===== config.mk =====
export PLATFORM = sky130hd
export DESIGN_NAME = conbus_arb_dec_n_flat
export DESIGN_NICKNAME = d
export VERILOG_FILES = /design/src/rtl/conbus_arb_dec_n_if.sv /design/src/rtl/conbus_arb_dec_n.sv /design/src/flat_wrapper.sv
export SDC_FILE = /design/constraint.sdc
export NUM_CORES = 1
export LEC_CHECK = 0
export ABC_AREA = 0
export BUFFER_PORTS_ARGS = -buffer_cell sky130_fd_sc_hd__buf_2
export CAP_MARGIN = 25
export CORE_AREA = 2 2 510 512
export DETAILED_ROUTE_END_ITERATION = 12
export DIE_AREA = 0 0 512 514
export PLACE_DENSITY = 0.3
export SLEW_MARGIN = 20
export SYNTH_ARGS = -nofsm -noshare
export SYNTH_HDL_FRONTEND = slang
export SYNTH_SLANG_ARGS = --single-unit

===== constraint.sdc =====
create_clock -name sys_clk -period 12.05 [get_ports sys_clk]
set_input_delay 2.41 -clock sys_clk [delete_from_list [all_inputs] [get_ports sys_clk]]
set_output_delay 2.41 -clock sys_clk [all_outputs]
set_load 0.05 [all_outputs]

===== src/rtl/conbus_arb_dec_n_if.sv =====
// Flattened WISHBONE buses around the shared interconnect (index 0 = LSBs).
// "master" is the view of the attached agents, "slave" is the interconnect serving them.
interface conbus_arb_dec_n_if #(
  parameter int NM = 5,
  parameter int NS = 7
);
  logic [NM*32-1:0] m_dat_i;
  logic [NM*32-1:0] m_dat_o;
  logic [NM*32-1:0] m_adr_i;
  logic [NM*3-1:0]  m_cti_i;
  logic [NM*4-1:0]  m_sel_i;
  logic [NM-1:0]    m_we_i;
  logic [NM-1:0]    m_cyc_i;
  logic [NM-1:0]    m_stb_i;
  logic [NM-1:0]    m_ack_o;
  logic [NM-1:0]    m_err_o;

  logic [NS*32-1:0] s_dat_i;
  logic [NS*32-1:0] s_dat_o;
  logic [NS*32-1:0] s_adr_o;
  logic [NS*3-1:0]  s_cti_o;
  logic [NS*4-1:0]  s_sel_o;
  logic [NS-1:0]    s_we_o;
  logic [NS-1:0]    s_cyc_o;
  logic [NS-1:0]    s_stb_o;
  logic [NS-1:0]    s_ack_i;

  modport master (
    output m_dat_i, m_adr_i, m_cti_i, m_sel_i, m_we_i, m_cyc_i, m_stb_i, s_dat_i, s_ack_i,
    input  m_dat_o, m_ack_o, m_err_o, s_dat_o, s_adr_o, s_cti_o, s_sel_o, s_we_o, s_cyc_o, s_stb_o
  );

  modport slave (
    input  m_dat_i, m_adr_i, m_cti_i, m_sel_i, m_we_i, m_cyc_i, m_stb_i, s_dat_i, s_ack_i,
    output m_dat_o, m_ack_o, m_err_o, s_dat_o, s_adr_o, s_cti_o, s_sel_o, s_we_o, s_cyc_o, s_stb_o
  );
endinterface


===== src/rtl/conbus_arb_dec_n.sv =====
// Shared-bus WISHBONE interconnect: round-robin arbiter, mask/match address decoder,
// ack/err routing from the selected slave and a watchdog for unmapped or stalled accesses.

// Default address map: slave i claims decoded tag value i.
function automatic logic [63:0] conbus_arb_dec_n_match(input int ns, input int dec_w);
  logic [63:0] v;
  v = '0;
  for (int i = 0; i < ns; i++)
    v |= (64'(i) & ((64'd1 << dec_w) - 64'd1)) << (i * dec_w);
  return v;
endfunction

module conbus_arb_dec_n #(
  parameter int NM      = 5,
  parameter int NS      = 7,
  parameter int DEC_W   = 3,
  parameter logic [NS*DEC_W-1:0] S_MATCH = (NS*DEC_W)'(conbus_arb_dec_n_match(NS, DEC_W)),
  parameter logic [NS*DEC_W-1:0] S_MASK  = '1,
  parameter int TIMEOUT = 1023
) (
  input logic               sys_clk,
  input logic               sys_rst_n,
  conbus_arb_dec_n_if.slave bus
);
  localparam int GW   = (NM > 1) ? $clog2(NM) : 1;
  localparam int SW   = (NS > 1) ? $clog2(NS) : 1;
  localparam int WD_W = (TIMEOUT > 0) ? $clog2(TIMEOUT + 1) : 1;
  localparam logic [WD_W-1:0] WD_MAX  = '1;
  localparam logic [WD_W-1:0] WD_LAST = (TIMEOUT > 0) ? WD_W'(TIMEOUT - 1) : '0;

  logic [GW-1:0]    gnt;
  logic [GW-1:0]    gnt_nxt;
  logic [WD_W-1:0]  wd_cnt;
  logic             err_pend;
  logic             cyc_g;
  logic             stb_g;
  logic [31:0]      adr_g;
  logic [DEC_W-1:0] tag;
  logic [NS-1:0]    sel;
  logic [SW-1:0]    sel_idx;
  logic             hit;
  logic             ack_g;
  logic [31:0]      dat_sel;

  // Reset gates the granted request so slave strobes drop the moment reset asserts.
  assign cyc_g = bus.m_cyc_i[gnt] & sys_rst_n;
  assign stb_g = bus.m_stb_i[gnt] & sys_rst_n;
  assign adr_g = bus.m_adr_i[gnt*32 +: 32];
  assign tag   = adr_g[31 -: DEC_W];

  // Scanning downwards leaves the lowest matching slave as the winner.
  always_comb begin
    sel     = '0;
    sel_idx = '0;
    hit     = 1'b0;
    for (int i = NS - 1; i >= 0; i--) begin
      if (((tag ^ S_MATCH[i*DEC_W +: DEC_W]) & S_MASK[i*DEC_W +: DEC_W]) == '0) begin
        hit     = 1'b1;
        sel_idx = SW'(i);
      end
    end
    if (hit)
      sel[sel_idx] = 1'b1;
  end

  assign ack_g   = cyc_g & stb_g & hit & ~err_pend & bus.s_ack_i[sel_idx];
  assign dat_sel = hit ? bus.s_dat_i[sel_idx*32 +: 32] : 32'h0;

  // Closest requester after the current owner wins; the owner keeps the bus while cyc is high.
  always_comb begin
    gnt_nxt = gnt;
    if (!bus.m_cyc_i[gnt]) begin
      for (int k = NM - 1; k >= 1; k--) begin
        if (bus.m_cyc_i[(int'(gnt) + k) % NM])
          gnt_nxt = GW'((int'(gnt) + k) % NM);
      end
    end
  end

  always_ff @(posedge sys_clk or negedge sys_rst_n) begin
    if (!sys_rst_n) begin
      gnt      <= '0;
      wd_cnt   <= '0;
      err_pend <= 1'b0;
    end else begin
      gnt <= gnt_nxt;
      if (err_pend) begin
        err_pend <= 1'b0;
        wd_cnt   <= '0;
      end else if (!(cyc_g && stb_g) || ack_g) begin
        wd_cnt <= '0;
      end else if (!hit || (TIMEOUT != 0 && wd_cnt == WD_LAST)) begin
        err_pend <= 1'b1;
      end else if (TIMEOUT != 0 && wd_cnt != WD_MAX) begin
        wd_cnt <= wd_cnt + WD_W'(1);
      end
    end
  end

  always_comb begin
    bus.m_ack_o = '0;
    bus.m_err_o = '0;
    if (ack_g)
      bus.m_ack_o[gnt] = 1'b1;
    if (err_pend)
      bus.m_err_o[gnt] = 1'b1;
  end

  assign bus.m_dat_o = {NM{dat_sel}};
  assign bus.s_dat_o = {NS{bus.m_dat_i[gnt*32 +: 32]}};
  assign bus.s_adr_o = {NS{adr_g}};
  assign bus.s_cti_o = {NS{bus.m_cti_i[gnt*3 +: 3]}};
  assign bus.s_sel_o = {NS{bus.m_sel_i[gnt*4 +: 4]}};
  assign bus.s_we_o  = {NS{bus.m_we_i[gnt]}};
  assign bus.s_cyc_o = cyc_g ? sel : '0;
  assign bus.s_stb_o = (stb_g && !err_pend) ? sel : '0;
endmodule


===== src/flat_wrapper.sv =====
// flat-port wrapper written by rule: the top's interface ports become plain ports
module conbus_arb_dec_n_flat 
#(
  parameter int NM      = 5,
  parameter int NS      = 7,
  parameter int DEC_W   = 3,
  parameter logic [NS*DEC_W-1:0] S_MATCH = (NS*DEC_W)'(conbus_arb_dec_n_match(NS, DEC_W)),
  parameter logic [NS*DEC_W-1:0] S_MASK  = '1,
  parameter int TIMEOUT = 1023
)
  (sys_clk, sys_rst_n, bus_m_dat_i, bus_m_adr_i, bus_m_cti_i, bus_m_sel_i, bus_m_we_i, bus_m_cyc_i, bus_m_stb_i, bus_s_dat_i, bus_s_ack_i, bus_m_dat_o, bus_m_ack_o, bus_m_err_o, bus_s_dat_o, bus_s_adr_o, bus_s_cti_o, bus_s_sel_o, bus_s_we_o, bus_s_cyc_o, bus_s_stb_o);
  conbus_arb_dec_n_if #(.NM(NM), .NS(NS)) bus_i ();
  input logic sys_clk;
  input logic sys_rst_n;
  input wire logic [$bits(bus_i.m_dat_i)-1:0] bus_m_dat_i;
  input wire logic [$bits(bus_i.m_adr_i)-1:0] bus_m_adr_i;
  input wire logic [$bits(bus_i.m_cti_i)-1:0] bus_m_cti_i;
  input wire logic [$bits(bus_i.m_sel_i)-1:0] bus_m_sel_i;
  input wire logic [$bits(bus_i.m_we_i)-1:0] bus_m_we_i;
  input wire logic [$bits(bus_i.m_cyc_i)-1:0] bus_m_cyc_i;
  input wire logic [$bits(bus_i.m_stb_i)-1:0] bus_m_stb_i;
  input wire logic [$bits(bus_i.s_dat_i)-1:0] bus_s_dat_i;
  input wire logic [$bits(bus_i.s_ack_i)-1:0] bus_s_ack_i;
  output wire logic [$bits(bus_i.m_dat_o)-1:0] bus_m_dat_o;
  output wire logic [$bits(bus_i.m_ack_o)-1:0] bus_m_ack_o;
  output wire logic [$bits(bus_i.m_err_o)-1:0] bus_m_err_o;
  output wire logic [$bits(bus_i.s_dat_o)-1:0] bus_s_dat_o;
  output wire logic [$bits(bus_i.s_adr_o)-1:0] bus_s_adr_o;
  output wire logic [$bits(bus_i.s_cti_o)-1:0] bus_s_cti_o;
  output wire logic [$bits(bus_i.s_sel_o)-1:0] bus_s_sel_o;
  output wire logic [$bits(bus_i.s_we_o)-1:0] bus_s_we_o;
  output wire logic [$bits(bus_i.s_cyc_o)-1:0] bus_s_cyc_o;
  output wire logic [$bits(bus_i.s_stb_o)-1:0] bus_s_stb_o;
  assign bus_i.m_dat_i = bus_m_dat_i;
  assign bus_i.m_adr_i = bus_m_adr_i;
  assign bus_i.m_cti_i = bus_m_cti_i;
  assign bus_i.m_sel_i = bus_m_sel_i;
  assign bus_i.m_we_i = bus_m_we_i;
  assign bus_i.m_cyc_i = bus_m_cyc_i;
  assign bus_i.m_stb_i = bus_m_stb_i;
  assign bus_i.s_dat_i = bus_s_dat_i;
  assign bus_i.s_ack_i = bus_s_ack_i;
  assign bus_m_dat_o = bus_i.m_dat_o;
  assign bus_m_ack_o = bus_i.m_ack_o;
  assign bus_m_err_o = bus_i.m_err_o;
  assign bus_s_dat_o = bus_i.s_dat_o;
  assign bus_s_adr_o = bus_i.s_adr_o;
  assign bus_s_cti_o = bus_i.s_cti_o;
  assign bus_s_sel_o = bus_i.s_sel_o;
  assign bus_s_we_o = bus_i.s_we_o;
  assign bus_s_cyc_o = bus_i.s_cyc_o;
  assign bus_s_stb_o = bus_i.s_stb_o;
  conbus_arb_dec_n #(.NM(NM), .NS(NS), .DEC_W(DEC_W), .S_MATCH(S_MATCH), .S_MASK(S_MASK), .TIMEOUT(TIMEOUT)) u_core (.sys_clk(sys_clk), .sys_rst_n(sys_rst_n), .bus(bus_i));
endmodule

After elaboration in Yosys (flattened, before gate mapping)
Cells that the tools add are included.

Bits in registers: 14. Input port bits: 603. Logic and storage cells: 118.

Add/subtract/negate cells: 5. Multipliers: 1. Div/mod/pow operators: 4. Magnitude comparators: 8. Equal/unequal tests: 3. Shift-type cells: 5. Multiplexer cells: 55. Bitwise gates (word level): 14. Reduce and logical (&&, ||, !) cells: 20.

Operators by type and width (count): variable part select 160 x 9 -> 32 bit (2); variable part select 224 x 9 -> 32 bit (1); less-than comparator 32 x 5 -> 1 bit (second input constant) (4); remainder unit 32 x 4 -> 32 bit (second input constant) (4); two-way mux 10 bit (4); two-way mux 3 bit (11); two-way mux 32 bit (1); binary-select mux 1 bit (select 3 bit) (8); two-way mux 1 bit (24); zero test 3 bit (7); two-way mux 7 bit (3); variable part select 20 x 6 -> 4 bit (1); variable part select 15 x 6 -> 3 bit (1); adder 10 x 1 -> 10 bit (second input constant) (1); equality test 10 bit (second input constant) (1); two-way mux 5 bit (2); inequality test 10 bit (second input constant) (1); adder 3 x 2 -> 4 bit (second input constant) (2); less-than comparator 3 x 4 -> 1 bit (second input constant) (2); AND 1 bit (6); demux 1 bit (select 3 bit) (2); greater-or-equal comparator 3 x 1 -> 1 bit (second input constant) (2); NOT 2 bit (3); multiplier 3 x 2 -> 5 bit (second input constant) (1); other kinds (10) (21).

Logic depth before layout (Yosys ltp)
Depth after elaboration: 16. Depth in mapped cells: 18.

Worst setup path before layout
Ideal clock, no wire load.

Path kind: input-to-output. Start: in bus_m_adr_i[125]. End: out bus_m_dat_o[124]. Arrival time: 6264 ps. Data required time: 9640 ps. Setup slack: 3376 ps. Stages: 8. Path buffers: 3. Path through: mux4_2 > a22oi_1 > inv_1 > clkbuf_1 > buf_1 > mux2i_1 > a221oi_1 > buf_4.

Cells in the longest elaborated chain, start to end: 11. Elaborated cells on any way between the ends: 27. Those cells by class: 2 x shift; 15 x mux; 3 x bitwise; 7 x reduce/logical.

Ends and longest elaborated chain: from (decl) (RTL line flat_wrapper.sv:16) `input wire logic [$bits(bus_i.m_adr_i)-1:0] bus_m_adr_i;`; variable part select 160 x 9 -> 32 bit * (RTL line conbus_arb_dec_n.sv:48) `assign adr_g = bus.m_adr_i[gnt*32 +: 32];`; net bus_s_adr_o[29] (RTL line flat_wrapper.sv:28) `output wire logic [$bits(bus_i.s_adr_o)-1:0] bus_s_adr_o;`; zero test 3 bit or NOT 2 bit (tied branches); two-way mux 3 bit or zero test 3 bit (tied branches) (RTL line conbus_arb_dec_n.sv:57) `if (((tag ^ S_MATCH[i*DEC_W +: DEC_W]) & S_MASK[i*DEC_W +: DEC_W]) == '0) begin`; two-way mux 3 bit (6 in series) (RTL line conbus_arb_dec_n.sv:57); variable part select 224 x 9 -> 32 bit (RTL line conbus_arb_dec_n.sv:67) `assign dat_sel = hit ? bus.s_dat_i[sel_idx*32 +: 32] : 32'h0;`; two-way mux 32 bit * (RTL line conbus_arb_dec_n.sv:67); to (decl) (RTL line flat_wrapper.sv:24) `output wire logic [$bits(bus_i.m_dat_o)-1:0] bus_m_dat_o;`.

Mark *: on every way through the listed nets, which the timed path passes. The rest lies on a longest branch.

Worst setup path in the final report
Start: in bus_m_adr_i[125]. End: out bus_m_dat_o[63].

Cells in the longest elaborated chain, start to end: 11. Elaborated cells on any way between the ends: 27. Those cells by class: 2 x shift; 15 x mux; 3 x bitwise; 7 x reduce/logical.

Ends and longest elaborated chain (RTL line): variable part select 160 x 9 -> 32 bit * (conbus_arb_dec_n.sv:48); zero test 3 bit or NOT 2 bit (tied branches); two-way mux 3 bit or zero test 3 bit (tied branches) (conbus_arb_dec_n.sv:57); two-way mux 3 bit (6 in series) (conbus_arb_dec_n.sv:57); variable part select 224 x 9 -> 32 bit (conbus_arb_dec_n.sv:67); two-way mux 32 bit * (conbus_arb_dec_n.sv:67).

Every way passes the cells marked *; elsewhere a longest branch is shown, timed or not.

==> impl_metrics.env <==
export IMPL_clk_insertion_delay_late_ns=0.27
export IMPL_clk_path_buf_depth=2
export IMPL_ys_types=66
export IMPL_criticalPathCategory="primary input to primary output"
export IMPL_nets=2652
export IMPL_final_cell_mix="buf_2, nand2_1, mux4_2"
export IMPL_io_pins=1291
export IMPL_cp_required_ns=9.64
export IMPL_yosysWarnings=0
export IMPL_syn_area_per_cell_sq_um=8.08
export IMPL_fmax_ghz=0.119
export IMPL_hold_path_depth=2
export IMPL_stdcell_count=5481
export IMPL_setup_viol=0
export IMPL_portBuffers=1290
export IMPL_htreeDepth=1
export IMPL_grt_pass1_wl_um=148000
export IMPL_synth_edf_count=0
export IMPL_vias=13500
export IMPL_post_route_period_util_pct=69.9
export IMPL_drive_gt1_share_pct=72.8
export IMPL_drcViolationCount=0
export IMPL_clk_root_buffer_cell="clkbuf_16"
export IMPL_r2r_slack_ns=6.72
export IMPL_seq_area_frac_synth_pct=3.29
export IMPL_ant_nets=0
export IMPL_hold_end="u_core.wd_cnt[8]$_DFFE_PN0P_"
export IMPL_synthArstFlopShare_pct=100
export IMPL_wl_per_cell_um=22.4
export IMPL_grtUsageTotal_pct=8.77
export IMPL_fp_dieH_um=514
export IMPL_cpLargestDelayFamily="compound AO/OA/AOI/OAI gates"
export IMPL_coreArea_sq_um=258000
export IMPL_syn_instance_count=1316
export IMPL_fin_crit_ns=8.42
export IMPL_fin_tns_setup_ns=0
export IMPL_worstRegToRegCells=15
export IMPL_cts_tree="done"
export IMPL_cts_made_buffers=3
export IMPL_tightestPinTransition_ns=1.26
export IMPL_grt_max_degree=53
export IMPL_cpPeakStageDelay_ns=0.80
export IMPL_dp_hpwl_um=111000
export IMPL_die_w_um=512
export IMPL_cts_sinks=14
export IMPL_critPathCaptureType="primary output"
export IMPL_first_global_vias=12500
export IMPL_hold_start="u_core.wd_cnt[8]$_DFFE_PN0P_"
export IMPL_r2r_end="u_core.gnt[1]$_DFFE_PN0P_"
export IMPL_synth_seq_cells=14
export IMPL_crit_buf_inv=3
export IMPL_cp_max_fo=32
export IMPL_cp_slowest_cell="a221oi_1"
export IMPL_path_cells="buf_2 -> mux4_2 -> a22oi_2 -> inv_4 -> nor2_4 -> a221oi_1 -> a221oi_1 -> buf_2"
export IMPL_outcome="completed"
export IMPL_crit_path_start_kind="primary input"
export IMPL_syn_num_nets=1936
export IMPL_max_slew_margin_pct=13.9
export IMPL_place_area_sq_um=17500
export IMPL_syn_to_final_growth_pct=66.3
export IMPL_rr_startpoint="u_core.gnt[0]$_DFFE_PN0P_"
export IMPL_grt_overflow=0
export IMPL_drtIter0Drc=784
export IMPL_mostFrequentLayoutCell="buf_2"
export IMPL_hold_viol=0
export IMPL_cts_reportedPaths_clkPinSlew_ns=0.05
export IMPL_wirelength_um=123000
export IMPL_cap_viol_max_count=0
export IMPL_gp_congestion=0.869
export IMPL_netlist_area_sq_um=10600
export IMPL_drv_slew=0
export IMPL_fin_area_sq_um=17700
export IMPL_postCtsHoldBufs=0
export IMPL_clock_skew_ns=0.0127
export IMPL_placed_cells=5428
export IMPL_postCtsSetupBuffers=0
export IMPL_cp_arrival_ns=6.01
export IMPL_drtPass1Iterations=5
export IMPL_initial_utilization_pct=4.12
export IMPL_dieArea_sq_um=263000
export IMPL_via_per_inst=2.47
export IMPL_rsz0062_at_grt="false"
export IMPL_min_path_type="flop to flop"
export IMPL_ys_flop_type="dfrtp_1"
export IMPL_core_rowCount=187
export IMPL_post_cts_resized=0
export IMPL_antenna_found_initial=125
==> sequential cells by signal, indices dropped and copies added (netlist names) <==
signal,flops
u_core.err_pend,1
u_core.gnt,3
u_core.wd_cnt,10
==> per-layer routing <==
layer  routed length (um)  vias up  track usage (%)  share of wire [%]
li1                     -     5682                -                  -
met1                52300     6564             11.1                 43
met2                56300     1024             14.6                 46
met3                10400      188             2.61                8.4
met4                 3640       56             1.92                3.0
met5                  374        -                0               0.30
==> worst min-delay path: stages, from the launching register on <==
cell and delay, ns:
dfrtp_1 0.35, xor2_1 0.07, nor2_1 0.07
==> layout make-up <==
class | count | area [sq um]
clock buffers | 4 | 88.8
fillers | 30500 | 240000
inverters | 15 | 61.3
repair buffers | 1350 | 6930
flip-flops and latches | 14 | 358
multi-input cells | 648 | 5880
diodes | 48 | 120
well taps | 3402 | 4260
==> metrics by stage <==
step           hold slack, ns  setup WS (ns)  util (%)
6_report                0.532           3.63      6.85
5_1_grt                 0.569           3.43      6.83
4_1_cts                 0.539           3.52      6.80
3_5_place_dp            0.523           3.53      6.77
3_3_place_gp            0.518           3.24      6.72
2_1_floorplan           0.497           3.38         -
==> cell families after synthesis <==
logic type | after synthesis | share of synthesized area (%)
and+or+nand+nor | 244 | 10.6
buffers and inverters | 654 | 42.9
xor gates and xnor gates | 13 | 1.14
muxes | 149 | 23.1
DFF | 14 | 3.29
AOI/OAI and AO/OA | 224 | 16.8
adders and majority gates | 18 | 2.09
==> synth_stat cells (all sizes together), types with 2 or more instances <==
master  count  area [sq um]
and2        9          56.3
a211o       2          17.5
nand4       6          37.5
nor2       24          90.1
and3       10          67.6
or2         5          31.3
nand2     129           484
dfrtp      14           350
mux2        3          33.8
a22oi       7          52.6
buf       582          4300
a221oi     63           552
a32oi       2          17.5
a31oi       3          18.8
or3         3          18.8
a22o       69           604
o21ai      15          78.8
ha         17           213
inv        14          52.6
o31ai       3          22.5
nand3b      2          15.0
or4         2          15.0
o22ai       3          18.8
nor3       19          95.1
a21o        3          22.5
a211oi     10          75.1
nor3b       3          22.5
nor4        2          12.5
xnor2       8          77.6
a21oi      21           109
xor2        5          43.8
nor2b       6          37.5
mux4       77          1730
clkbuf     57           214
mux2i      69           691
o211ai      5          37.5
nand2b      9          56.3
o21a        3          22.5
a311oi      4          41.3
nand3      12          60.1
==> worst max path at each step <==
stage / from / end / slack, ns / cells past startpoint
2_1_floorplan: bus_m_adr_i[125] / bus_m_dat_o[124] / 3.38 / 8
3_3_place_gp: bus_m_adr_i[125] / bus_m_dat_o[2] / 3.24 / 11
3_5_place_dp: bus_m_adr_i[125] / bus_m_dat_o[33] / 3.53 / 9
4_1_cts: bus_m_adr_i[125] / bus_m_dat_o[33] / 3.52 / 9
5_1_grt: bus_m_adr_i[125] / bus_m_dat_o[70] / 3.43 / 9
6_report: bus_m_adr_i[125] / bus_m_dat_o[63] / 3.63 / 8
Power is left out: the tool's default activity adds up to more than one toggle a clock period on the data nets, which glitch-free logic cannot reach.
